`config.mk`:
```
export PLATFORM = sky130hd
export DESIGN_NAME = load_store_unit
export DESIGN_NICKNAME = d
export VERILOG_FILES = /design/src/rtl/load_store_unit.sv
export SDC_FILE = /design/constraint.sdc
export NUM_CORES = 1
export LEC_CHECK = 0
export ABC_AREA = 0
export CAP_MARGIN = 20
export CORE_ASPECT_RATIO = 0.5
export CORE_MARGIN = 5
export CORE_UTILIZATION = 46
export DETAILED_ROUTE_END_ITERATION = 6
export PLACE_DENSITY = 0.81
export SYNTH_ARGS = -nofsm -noshare
export SYNTH_HDL_FRONTEND = slang
export SYNTH_SLANG_ARGS = --single-unit
```
`constraint.sdc`:
```
create_clock -name clk -period 1.75 [get_ports clk]
set_clock_uncertainty 0.05 [all_clocks]
set_input_delay 0.175 -clock clk [delete_from_list [all_inputs] [get_ports clk]]
set_output_delay 0.175 -clock clk [all_outputs]
set_load 0.02 [all_outputs]
```
`src/rtl/load_store_unit.sv`:
```
// Load/store unit: validates a decoded memory request, runs one word-aligned
// bus transaction with a wait timeout, and returns the extended load result.
//
// state  | meaning
// -------+-----------------------------------------------------------
// IDLE   | waiting for a request; illegal requests raise err next cycle
// ACCESS | bus_valid held with stable address/data until bus_ready
// DONE   | one-cycle done pulse, load_data valid
module load_store_unit #(
    parameter int BUS_TIMEOUT = 64
) (
    input  logic        clk,
    input  logic        rst,
    input  logic        req_valid,
    input  logic        mem_read,
    input  logic        mem_write,
    input  logic [1:0]  mem_width,
    input  logic        load_unsigned,
    input  logic [31:0] addr,
    input  logic [31:0] store_data,
    output logic        busy,
    output logic        done,
    output logic [31:0] load_data,
    output logic        err,
    output logic        bus_valid,
    output logic        bus_we,
    output logic [31:0] bus_addr,
    output logic [31:0] bus_wdata,
    output logic [3:0]  bus_wstrb,
    input  logic        bus_ready,
    input  logic [31:0] bus_rdata
);

    localparam logic [1:0] ST_IDLE   = 2'd0;
    localparam logic [1:0] ST_ACCESS = 2'd1;
    localparam logic [1:0] ST_DONE   = 2'd2;

    localparam int CNT_W = (BUS_TIMEOUT > 2) ? $clog2(BUS_TIMEOUT) : 1;
    localparam logic [CNT_W-1:0] CNT_LAST = CNT_W'(BUS_TIMEOUT - 1);

    logic [1:0]       state;
    logic [CNT_W-1:0] wait_cnt;
    logic             err_q;
    logic             op_we;
    logic             op_unsigned;
    logic [1:0]       op_width;
    logic [1:0]       op_lo;
    logic [29:0]      op_word;
    logic [31:0]      op_wdata;
    logic [3:0]       op_wstrb;
    logic [31:0]      load_q;

    logic             aligned;
    logic             legal;
    logic [31:0]      lane_wdata;
    logic [3:0]       lane_wstrb;
    logic [7:0]       rd_byte;
    logic [15:0]      rd_half;
    logic [31:0]      rd_ext;

    // Width 11 never counts as aligned, so it is rejected here as well.
    always_comb begin
        aligned = 1'b0;
        case (mem_width)
            2'b00:   aligned = 1'b1;
            2'b01:   aligned = ~addr[0];
            2'b10:   aligned = (addr[1:0] == 2'b00);
            default: aligned = 1'b0;
        endcase
    end

    assign legal = req_valid & (mem_read ^ mem_write) & aligned;

    always_comb begin
        lane_wdata = 32'h0;
        lane_wstrb = 4'b0000;
        if (mem_write) begin
            case (mem_width)
                2'b00: begin
                    lane_wdata = {4{store_data[7:0]}};
                    lane_wstrb = 4'b0001 << addr[1:0];
                end
                2'b01: begin
                    lane_wdata = {2{store_data[15:0]}};
                    lane_wstrb = 4'b0011 << addr[1:0];
                end
                default: begin
                    lane_wdata = store_data;
                    lane_wstrb = 4'b1111;
                end
            endcase
        end
    end

    always_comb begin
        rd_byte = bus_rdata[{op_lo, 3'b000} +: 8];
        rd_half = bus_rdata[{op_lo[1], 4'b0000} +: 16];
        case (op_width)
            2'b00:   rd_ext = op_unsigned ? {24'h0, rd_byte} : {{24{rd_byte[7]}}, rd_byte};
            2'b01:   rd_ext = op_unsigned ? {16'h0, rd_half} : {{16{rd_half[15]}}, rd_half};
            default: rd_ext = bus_rdata;
        endcase
    end

    always_ff @(posedge clk or negedge rst) begin
        if (!rst) begin
            state       <= ST_IDLE;
            wait_cnt    <= '0;
            err_q       <= 1'b0;
            op_we       <= 1'b0;
            op_unsigned <= 1'b0;
            op_width    <= 2'b00;
            op_lo       <= 2'b00;
            op_word     <= 30'h0;
            op_wdata    <= 32'h0;
            op_wstrb    <= 4'b0000;
            load_q      <= 32'h0;
        end else begin
            err_q <= 1'b0;
            case (state)
                ST_IDLE: begin
                    if (legal) begin
                        state       <= ST_ACCESS;
                        wait_cnt    <= '0;
                        op_we       <= mem_write;
                        op_unsigned <= load_unsigned;
                        op_width    <= mem_width;
                        op_lo       <= addr[1:0];
                        op_word     <= addr[31:2];
                        op_wdata    <= lane_wdata;
                        op_wstrb    <= lane_wstrb;
                    end else if (req_valid) begin
                        err_q <= 1'b1;
                    end
                end
                ST_ACCESS: begin
                    // A ready in the final wait cycle still completes the access.
                    if (bus_ready) begin
                        state  <= ST_DONE;
                        load_q <= op_we ? 32'h0 : rd_ext;
                    end else if (wait_cnt == CNT_LAST) begin
                        state <= ST_IDLE;
                        err_q <= 1'b1;
                    end else begin
                        wait_cnt <= wait_cnt + 1'b1;
                    end
                end
                ST_DONE: state <= ST_IDLE;
                default: state <= ST_IDLE;
            endcase
        end
    end

    assign bus_valid = (state == ST_ACCESS);
    assign bus_we    = bus_valid & op_we;
    assign bus_addr  = bus_valid ? {op_word, 2'b00} : 32'h0;
    assign bus_wdata = bus_valid ? op_wdata : 32'h0;
    assign bus_wstrb = bus_valid ? op_wstrb : 4'b0000;

    // Gated by rst so the combinational stall drops as soon as reset asserts.
    assign busy      = rst & (((state == ST_IDLE) & legal) | bus_valid);
    assign done      = (state == ST_DONE);
    assign load_data = done ? load_q : 32'h0;
    assign err       = err_q;

endmodule

```
======== Word-level counts from Yosys, hierarchy flattened ========
Cells that the tools add are included.
word-level totals
  bits in registers ....................... 113
  output and inout port bits .............. 105
  word-level logic and storage cells ...... 69
operators by class
  $add $sub $neg .......................... 1
  eq/ne operators ......................... 10
  shifts and indexed selects .............. 4
  multiplexer cells ....................... 26
  bitwise logic cells ..................... 8
  reduce and logical (&&, ||, !) cells .... 9
operator list
  kind                                                                    count
  32-bit two-way mux                                                      7
  32-bit case mux with 2 select lines                                     2
  32-bit by 6-bit variable part select with 16-bit output                 1
  32-bit by 6-bit variable part select with 8-bit output                  1
  6-bit two-way mux                                                       3
  6-bit case mux with 2 select lines                                      1
  2-bit logical NOT                                                       4
  4-bit two-way mux                                                       2
  4-bit case mux with 2 select lines                                      1
  6-bit by 1-bit adder with 6-bit output (second input constant)          1
  2-bit by 1-bit equality test with 1-bit output (second input constant)  3
  6-bit equality test (second input constant)                             1
  2-bit two-way mux                                                       3
  2-bit != test (second input constant)                                   3
  2-bit AND reduction                                                     3
  1-bit bitwise AND                                                       5
  2-bit equality test (second input constant)                             2
  1-bit two-way mux                                                       4
  2-bit case mux with 2 select lines                                      1
  4-bit AND reduction                                                     1
  1-bit by 2-bit << shifter with 4-bit output (first input constant)      1
  2-bit by 2-bit << shifter with 4-bit output (first input constant)      1
  3-bit by 1-bit != test with 1-bit output (second input constant)        1
  1-bit case mux with 3 select lines                                      1
  5 further kinds                                                         5

======== Depth between registers and ports, before layout ========
Gate-level depths: netlist of run 1.
  depth in word-level cells ............... 6
  mapped depth ............................ 7

======== Least setup slack after synthesis of run 1 ========
OpenSTA, ideal clock, no wires.
  kind .................................... register to output
  start ................................... register state[1]
  end ..................................... output port bus_wdata[15]
  arrival ................................. 1.457 ns
  required time ........................... 1.525 ns
  setup slack ............................. 0.068 ns
  cell stages (with the launch flop) ...... 6
  path through ............................ dfrtp_1 nand2b_1 inv_1 clkbuf_1 clkbuf_1 and2_1
between the ends
  longest elaborated chain between the ends .. 2
RTL lines
  element                                         RTL line  source
  start, declared                                 41        logic [1:0] state;
  start signal, assigned                          107       state <= ST_IDLE;
  start signal, assigned                          123       state <= ST_ACCESS;
  start signal, assigned                          139       state <= ST_DONE;
  2-bit by 1-bit equality test with 1-bit output  154       assign bus_valid = (state == ST_ACCESS);
  32-bit two-way mux                              157       assign bus_wdata = bus_valid ? op_wdata : 32'h0;
  end, declared                                   28        output logic [31:0] bus_wdata,
No other way between the ends.

======== Final worst setup path of run 1 ========
  start ................................... register state[1]
  end ..................................... output port bus_wstrb[1]
between the ends
  longest elaborated chain between the ends .. 2
RTL lines
  element                                         RTL line  source
  2-bit by 1-bit equality test with 1-bit output  154
  4-bit two-way mux                               158       assign bus_wstrb = bus_valid ? op_wstrb : 4'b0000;
  end, declared                                   29        output logic [3:0] bus_wstrb,
No other way between the ends.

==> results of run 1 <==
## state kept, by name (all words and copies together), names as in the netlist
signal	flops
load_q	32
op_width	2
wait_cnt	6
op_wstrb	4
op_unsigned	1
err	1
op_we	1
op_wdata	32
op_lo	2
state	2
op_word	30
## final cells by class
class	instances	area [um2]
flip-flops and latches	113	2830
clock inverters	13	209
clock buffers	19	443
inverters	13	56.3
well taps	170	213
fillers	861	3190
multi-input cells	452	3120
repair buffers	259	2680
## final timing paths
path | startpoint | to | cells after the start | slack (ps)
worst min-delay path | addr[29] | op_word[27] | 2 | 310
worst max-delay path | state[1] | bus_wstrb[1] | 6 | -130
worst max register to register | state[1] | load_q[21] | 9 | -40
min in group asynchronous | rst | op_wdata[19] | 3 | 370
worst min register to register | load_q[7] | load_q[7] | 1 | 420
max in group asynchronous | rst | state[0] | 3 | 730
## Yosys cell counts, drive strengths merged
| library cell | count |
|---|---|
| and3 | 1 |
| o211ai | 1 |
| nor3b | 1 |
| inv | 12 |
| dfrtp | 113 |
| and2 | 103 |
| clkbuf | 27 |
| nand4bb | 1 |
| a2111o | 1 |
| nor4 | 1 |
| o21ai | 50 |
| a22o | 1 |
| a31oi | 2 |
| nor2b | 12 |
| nand3 | 8 |
| nor3 | 2 |
| ha | 1 |
| nand3b | 1 |
| nand4b | 3 |
| o32ai | 7 |
| and4 | 1 |
| a211oi | 1 |
| or3b | 2 |
| o31ai | 18 |
| mux2 | 37 |
| and3b | 1 |
| buf | 22 |
| clkinv | 1 |
| o2111ai | 1 |
| nand2 | 98 |
| nand2b | 1 |
| a21o | 1 |
| xor2 | 3 |
| mux2i | 40 |
| conb | 1 |
| or4bb | 1 |
| a22oi | 17 |
| a21oi | 21 |
| nor2 | 11 |
## power groups by stage
stage / registers (mW) / logic [mW] / clock network [mW]
final: 4.07 / 3.29 / 3.84
after global routing: 4.15 / 3.57 / 4.01
after CTS: 3.98 / 2.94 / 3.86
after detailed placement: 4.00 / 2.83 / 0
after global placement: 3.93 / 2.74 / 0
after floorplan: 3.82 / 1.82 / 0
## what timing repair did
item / CTS / global route
hold buffers: 1 / 0
setup endpoints to repair: 117 / 131
gates cloned: 2 / 6
pin swaps: 2 / 10
resized for setup: 515 / 120
buffers inserted: 8 / 6
endpoints found under the hold margin: 113 / 0
## per-stage QoR
| stage | total power, mW | std cells | area, um2 | setup slack, ps | hold WS (ps) |
|---|---|---|---|---|---|
| after floorplan | 5.64 | 627 | 6020 | 68.2 | -171 |
| after global placement | 6.67 | 987 | 8410 | -388 | 287 |
| after detailed placement | 6.83 | 987 | 8410 | -447 | 290 |
| after CTS | 10.8 | 1029 | 9010 | -100 | 301 |
| after global routing | 11.7 | 1039 | 9540 | -169 | 301 |
| final | 11.2 | 1039 | 9540 | -131 | 311 |
## layer usage
metal  vias up  track usage (%)  part of all wire (%)
met5         -                0                     0
met4         0             9.94                   3.6
met3        60             5.03                   6.5
met2       273             41.8                    49
met1      2789             29.6                    41
li1       2605                -                     -
## cells by family (layout without fill, tap and decap cells)
logic type	after synthesis	count (layout)	share of synthesized area (%)
adders and majority gates	1	1	0.208
DFF	113	113	47.0
other	1	2	0.0623
and+or+nand+nor	248	248	21.7
buffers and inverters	62	304	4.59
muxes	77	77	13.6
AOI/OAI and AO/OA	121	121	12.4
xor gates and xnor gates	3	3	0.436
==> flow_metrics.tcl, run 1 <==
set metrics [dict create \
    post-dp-hpwl_um 12700 \
    drive_gt1_share_pct 32.1 \
    clkTransAtPathRegs_ps 60 \
    endpoint_kind "output port" \
    wl_per_cell_um 20.4 \
    relSlewSlack_pct 56.7 \
    cp_max_fo 6 \
    synth_top_area_share_pct 47.0 \
    synth.top_cells.by_area "dfrtp_1 (47%), and2_1 (11%), mux2i_1 (6.7%), mux2_2 (6.2%), nand2_1 (6.1%)" \
    cts_max_level 4 \
    crit_family "buffers and inverters" \
    grt_usage_pct 24.3 \
    violations "negative setup slack" \
    first_global_vias 5627 \
    viasPerCell 5.51 \
    cp.arrival_ps 1660 \
    avgSynthCellArea_um2 9.62 \
    first_pass_iters 5 \
    ys_seq_area_share_pct 47.0 \
    cp_num_buf_inv 4 \
    ys_warn_count 0 \
    ctsRootBufferMaster "clkbuf_16" \
    hold_viol_final 0 \
    drv_slew 0 \
    path_cells "nand2b_4 -> inv_8 -> buf_12 -> clkbuf_16 -> and2_4 -> buf_6" \
    grt_pass1_wl_um 29900 \
    antenna_left 0 \
    syn_to_final_growth_pct 58.5 \
    rsz0062_at_grt "yes" \
    postSynthCellCount 626 \
    power.share.clock_pct 34.2 \
    power_switching_mw 3.42 \
    fin_crit_sh_pct 108 \
    setup_viol 89 \
    fin_util_pct 74.9 \
    worstSkewPairLatency_ps 410 \
    synth.distinct_cells 48 \
    drc 0 \
    ir_worst_vdd_mv 0.757 \
    p_comb_share_pct 29.4 \
    cts_made_buffers 17 \
    start_util_pct 47.3 \
    worst_pin_slew_ps 649 \
    fmax_mhz 532 \
    critPathRequiredTime_ps 1520 \
    final_cell_mix "dfrtp_1 (112), clkdlybuf4s50_1 (104), nand2_1 (97)" \
    grt_overflow 0 \
    final_nets 962 \
    drt-total-wl_um 21200 \
    grt_max_degree 114 \
    io_pins 210 \
    cts_tree "built" \
    critPathKind "reg -> out" \
    layout_commonest_cell "dfrtp_1" \
    finalCriticalPeriod_ps 1880 \
    finalSetupTns_ps -4130 \
    antenna_found_initial 0 \
    gp_congestion 0.813 \
    p_sw_share_pct 30.5 \
    row_count 29 \
    die_h_um 90.9 \
    worst_setup_path_start_kind "flip-flop" \
    die_w_um 172 \
    vias 5727 \
    timing.final.ws_setup_ps -131 \
    min_path_type "in -> reg" \
    die-area_mm2 0.0156 \
    first_iter_violations 536 \
    synth_top_area_cell "dfrtp_1" \
    max_stage_delay_ps 400 \
    max-cap-violations 0 \
    p_per_area_mw_per_mm2 1170 \
    portBuffers 207 \
    clockBufferDepth 2 \
    n_antenna_cell 0 \
    p_leak_nw 4.52 \
    syn_area_mm2 0.00602 \
    ys_ff_latch 113 \
    status "finished with violations" \
    coreArea_mm2 0.0127 \
    internal_power_mw 7.79 \
    critPathSlowestCell "dfrtp_1" \
    p_seq_share_pct 36.4 \
    clock_sinks 113 \
]
(Power assumes the default switching activity.)
==> inputs of run 2 (changes only) <==
--- a/config.mk
+++ b/config.mk
@@ -11,6 +11,7 @@
 export CORE_MARGIN = 5
 export CORE_UTILIZATION = 46
 export DETAILED_ROUTE_END_ITERATION = 6
+export HOLD_SLACK_MARGIN = 0.05
 export PLACE_DENSITY = 0.81
 export SYNTH_ARGS = -nofsm -noshare
 export SYNTH_HDL_FRONTEND = slang
==> constraint.sdc (replaced) <==
create_clock -name clk -period 1.75 [get_ports clk]
set_clock_uncertainty 0.05 [all_clocks]
set_input_delay 0.175 -clock clk [delete_from_list [all_inputs] [get_ports clk]]
set_output_delay 0.175 -clock clk [all_outputs]
set_load 0.01 [all_outputs]
==> flow_metrics.tcl, run 2 (synthesis gave the netlist of run 1 again) <==
set metrics [dict create \
    grt_pass1_wl_um 31800 \
    max_stage_delay_ps 450 \
    die-area_mm2 0.0156 \
    syn_to_final_growth_pct 62.1 \
    finalCriticalPeriod_ps 1910 \
    fillCellCount 779 \
    place_area_mm2 0.00841 \
    instances_no_fill 1053 \
    start_util_pct 47.3 \
    first_pass_iters 5 \
    grt_busiest_layer "met2" \
    gp_congestion 0.853 \
    cts_tree "built" \
    p_seq_share_pct 37.6 \
    row_count 29 \
    die_w_um 172 \
    ir_worst_vdd_mv 0.639 \
    fmax_mhz 524 \
    wl_per_cell_um 20.8 \
    fin_crit_sh_pct 109 \
    critPathSlowestCell "dfrtp_2" \
    grt_overflow 0 \
    ctsRootBufferMaster "clkbuf_16" \
    cp.arrival_ps 1680 \
    worst_setup_path_start_kind "flip-flop" \
    grt_use_met3_pct 5.03 \
    p_per_area_mw_per_mm2 1110 \
    use_met1_pct 32.2 \
    internal_power_mw 7.45 \
    viasPerCell 5.52 \
    multi_input_area_mm2 0.00317 \
    critPathRequiredTime_ps 1520 \
    layout_commonest_cell "dfrtp_1" \
    max-cap-violations 0 \
    cts_made_buffers 17 \
    violations "negative setup slack" \
    post-dp-hpwl_um 12600 \
    final_cell_mix "dfrtp_1 (112), clkdlybuf4s50_1 (104), nand2_1 (97)" \
    fin_util_pct 76.6 \
    clockBufferDepth 2 \
    seq_area_mm2 0.00283 \
    min_path_type "in -> reg" \
    crit_path_frequent_cell "buf_12" \
    setup_viol 81 \
    grt_usage_pct 25.7 \
    drive_gt1_share_pct 36.4 \
    p_sw_share_pct 31.3 \
    path_cells "nand2b_4 -> inv_6 -> buf_12 -> buf_12 -> buf_16 -> and2_1 -> buf_2" \
    drt-total-wl_um 21900 \
    status "finished with violations" \
    relSlewSlack_pct 58.7 \
    finalInstanceArea_mm2 0.00976 \
    portBuffers 207 \
    power.share.clock_pct 32.2 \
    grtUsageMet2_pct 43.7 \
    reg.largest.list "load_q x32, op_wdata x32, op_word x30" \
    finalSetupTns_ps -4820 \
    clkTransAtPathRegs_ps 60 \
    power_switching_mw 3.40 \
    rsz0062_at_grt "yes" \
    endpoint_kind "output port" \
    worstSkewPairLatency_ps 410 \
    drc 0 \
    io_pins 210 \
    cp_max_fo 5 \
    n_antenna_cell 0 \
    ff2ff_setup_slack_ps -20 \
    clock_sinks 113 \
    antenna_left 0 \
    die_h_um 90.9 \
    worst_pin_slew_ps 620 \
    grt_max_degree 114 \
    cts_max_level 4 \
    p_comb_share_pct 30.3 \
    dp_cells 989 \
    first_iter_violations 458 \
    drv_slew 0 \
    timing.final.ws_setup_ps -158 \
    hold_viol_final 0 \
    final_nets 976 \
    p_leak_nw 4.66 \
    vias 5816 \
    critPathKind "reg -> out" \
    first_global_vias 5969 \
    antenna_found_initial 0 \
    coreArea_mm2 0.0127 \
]
[run 2: changes by cell type in the layout (fill, tap and decap cells not counted), moves of 3 or more]
cell,previous run,this run
clkinvlp_4,3,6
buf_4,74,29
and2_1,68,35
a22oi_2,9,0
bufinv_16,5,2
and2_4,35,68
buf_2,4,32
buf_16,2,8
a22oi_1,8,17
buf_6,58,83
[run 2: final cells by class]
class,count,share of cell area [%]
well taps,170,2.18
clock inverters,14,1.62
clock buffers,18,4.50
multi-input cells,452,32.4
flip-flops and latches,113,29.0
repair buffers,273,29.7
inverters,13,0.551
[run 2: power groups by stage]
stage	registers (mW)	logic (mW)	clock network, mW
after floorplan	3.81	1.69	0
after global placement	3.94	2.60	0
after detailed placement	3.99	2.70	0
after CTS	3.99	3.05	3.49
after global routing	4.15	3.53	3.64
final	4.07	3.28	3.49
[run 2: final timing paths]
path / depth (start not counted) / start / end
worst min register to register: 2 / load_q[6] / load_q[6]
min in group asynchronous: 3 / rst / op_wdata[25]
worst min-delay path: 2 / addr[29] / op_word[27]
worst max register to register: 7 / state[1] / op_word[22]
worst max-delay path: 7 / state[0] / bus_wdata[27]
max in group asynchronous: 3 / rst / state[0]
[run 2: layer usage]
| metal | part of all wire, % | vias up |
|---|---|---|
| li1 | - | 2636 |
| met1 | 40 | 2866 |
| met2 | 50 | 255 |
| met3 | 6.7 | 59 |
| met4 | 3.1 | 0 |
| met5 | 0 | - |
[run 2: per-stage QoR]
| stage | power, mW | setup slack [ps] | hold WS (ps) |
|---|---|---|---|
| after floorplan | 5.51 | 135 | -171 |
| after global placement | 6.54 | -312 | 294 |
| after detailed placement | 6.69 | -336 | 289 |
| after CTS | 10.5 | -153 | 311 |
| after global routing | 11.3 | -192 | 307 |
| final | 10.8 | -158 | 318 |
[run 2: worst max-delay path, delay by kind of cell (launching register included)]
| kind | cells | cell delay (ps) |
|---|---|---|
| buffers and inverters | 5 | 580 |
| flip-flops | 1 | 450 |
| AND/OR/NAND/NOR | 2 | 250 |
[run 2: timing repair]
item	4_1_cts	5_1_grt
buffers inserted	21	3
endpoints found under the setup margin	102	154
gates cloned	9	4
endpoints found under the hold margin	113	0
pin swaps	25	27
hold buffers	1	0
resized for setup	541	74
==> inputs of run 3 (changes only) <==
--- a/config.mk
+++ b/config.mk
@@ -7,12 +7,12 @@
 export LEC_CHECK = 0
 export ABC_AREA = 0
 export CAP_MARGIN = 20
-export CORE_ASPECT_RATIO = 0.5
+export CORE_ASPECT_RATIO = 0.9
 export CORE_MARGIN = 5
-export CORE_UTILIZATION = 46
+export CORE_UTILIZATION = 35
 export DETAILED_ROUTE_END_ITERATION = 6
+export GPL_TIMING_DRIVEN = 1
 export HOLD_SLACK_MARGIN = 0.05
-export PLACE_DENSITY = 0.81
 export SYNTH_ARGS = -nofsm -noshare
 export SYNTH_HDL_FRONTEND = slang
 export SYNTH_SLANG_ARGS = --single-unit
==> flow_metrics.tcl, run 3 (synthesis gave the netlist of run 1 again) <==
set metrics [dict create \
    status "finished with violations" \
    violations "negative setup slack" \
    fmax_mhz 529 \
    worst_setup_path_start_kind "flip-flop" \
    fillCellCount 1476 \
    start_util_pct 35.6 \
    power_switching_mw 3.11 \
    drc 0 \
    internal_power_mw 8.04 \
    endpoint_kind "output port" \
    ir_worst_vdd_mv 0.748 \
    min_path_type "in -> reg" \
    p_sw_share_pct 27.9 \
    clockBufferDepth 2 \
    die_w_um 148 \
    viasPerCell 5.02 \
    critPathKind "reg -> out" \
    critPathRequiredTime_ps 1520 \
    clkTransAtPathRegs_ps 50 \
    portBuffers 207 \
    drive_gt1_share_pct 36.3 \
    vias 5459 \
    grt_usage_pct 19.8 \
    cp_max_fo 7 \
    final_nets 970 \
    worstSkewPairLatency_ps 410 \
    syn_to_final_growth_pct 63.9 \
    p_per_area_mw_per_mm2 1130 \
    max-cap-violations 0 \
    grt_pass1_wl_um 30900 \
    first_iter_violations 266 \
    coreArea_mm2 0.0169 \
    worst_hold_slack_ps 313 \
    io_pins 210 \
    max_stage_delay_ps 450 \
    p_leak_nw 4.68 \
    fin_util_pct 58.4 \
    timing.final.ws_setup_ps -140 \
    n_antenna_cell 0 \
    reg.largest.list "load_q x32, op_wdata x32, op_word x30" \
    worst_pin_slew_ps 671 \
    drt-total-wl_um 20100 \
    gp_congestion 0.831 \
    antenna_left 0 \
    ctsRootBufferMaster "clkbuf_16" \
    first_pass_iters 4 \
    cts_max_level 4 \
    layout_commonest_cell "dfrtp_1" \
    die-area_mm2 0.0199 \
    critPathSlowestCell "dfrtp_2" \
    setup_viol 88 \
    place_ws_ps -387 \
    final_cell_mix "dfrtp_1 (112), clkdlybuf4s50_1 (104), nand2_1 (98)" \
    antenna_found_initial 0 \
    rsz0062_at_grt "yes" \
    cts_tree "built" \
    cp.arrival_ps 1670 \
    p_seq_share_pct 36.0 \
    hold_viol_final 0 \
    die_h_um 134 \
    clock_sinks 113 \
    first_global_vias 5736 \
    cts_made_buffers 17 \
    fin_crit_sh_pct 108 \
    relSlewSlack_pct 55.3 \
    grt_overflow 0 \
    p_comb_share_pct 28.4 \
    row_count 45 \
    power.share.clock_pct 35.6 \
    drv_slew 0 \
    path_cells "nand2b_4 -> clkinv_8 -> buf_12 -> clkbuf_16 -> and2_4 -> buf_6" \
    finalCriticalPeriod_ps 1890 \
    wl_per_cell_um 18.5 \
    post-dp-hpwl_um 13200 \
    grt_max_degree 114 \
]
[run 3: cell count changes in the layout (fill, tap and decap cells not counted), moves of 4 or more]
cell        change
buf_6           +9
and2_1          -9
clkinv_2        +4
clkinvlp_4      -5
clkinv_4        -4
bufinv_16       +4
and2_4          +9
buf_2          -10
[run 3: through the flow]
stage          power, mW  cells  TNS, ps  instance area [um2]
5_1_grt             11.8   1087   -13580                 9870
3_5_place_dp        6.72   1031   -24740                 8480
3_3_place_gp        6.60   1031   -20030                 8480
2_1_floorplan       5.51    627        0                 6020
4_1_cts             11.1   1085   -10780                 9520
6_report            11.2   1087    -6980                 9870
[run 3: worst paths after layout]
path                            from             to  slack [ps]  cells past startpoint
setup / recovery            state[0]  bus_wdata[30]        -140                      6
hold / removal              addr[29]    op_word[27]         310                      2
setup reg to reg            state[0]    op_word[21]          60                      6
hold reg to reg            load_q[6]      load_q[6]         420                      2
max in group asynchronous        rst   op_wdata[13]         730                      3
min in group asynchronous        rst            err         370                      3
[run 3: worst max-delay path: cells and delay by family, from the launching register on]
family / cells / cell delay (ps)
buffers and inverters: 4 / 510
flip-flops: 1 / 450
AND/OR/NAND/NOR: 2 / 280
[run 3: layout make-up]
type | instances | area [um2] | share of cell area (%)
multi-input cells | 452 | 3170 | 32.1
well taps | 211 | 264 | 2.68
repair buffers | 267 | 2870 | 29.1
clock buffers | 20 | 467 | 4.73
inverters | 13 | 61.3 | 0.621
clock inverters | 11 | 208 | 2.10
flip-flops and latches | 113 | 2830 | 28.7
[run 3: layer usage]
metal	track usage (%)	wire, um	vias up	share of wire [%]
li1	-	-	2605	-
met1	25.3	8870	2649	44
met2	31.2	9330	181	46
met3	6.99	1520	24	7.6
met4	6.72	343	0	1.7
met5	0	0	-	0
[run 3: repair_timing]
item / CTS / global route
buffers inserted: 14 / 7
cloned: 8 / 4
hold buffers: 1 / 0
endpoints found under the hold margin: 113 / 0
gates resized for setup: 536 / 97
setup endpoints to repair: 144 / 149
pin swaps: 24 / 47
[run 3: power groups by stage]
stage	sequential (mW)	clock, mW	combinational [mW]
floorplan	3.81	0	1.69
global route	4.11	4.17	3.49
detailed placement	3.98	0	2.74
CTS	3.98	4.03	3.04
finish	4.01	3.97	3.17
global placement	3.93	0	2.67
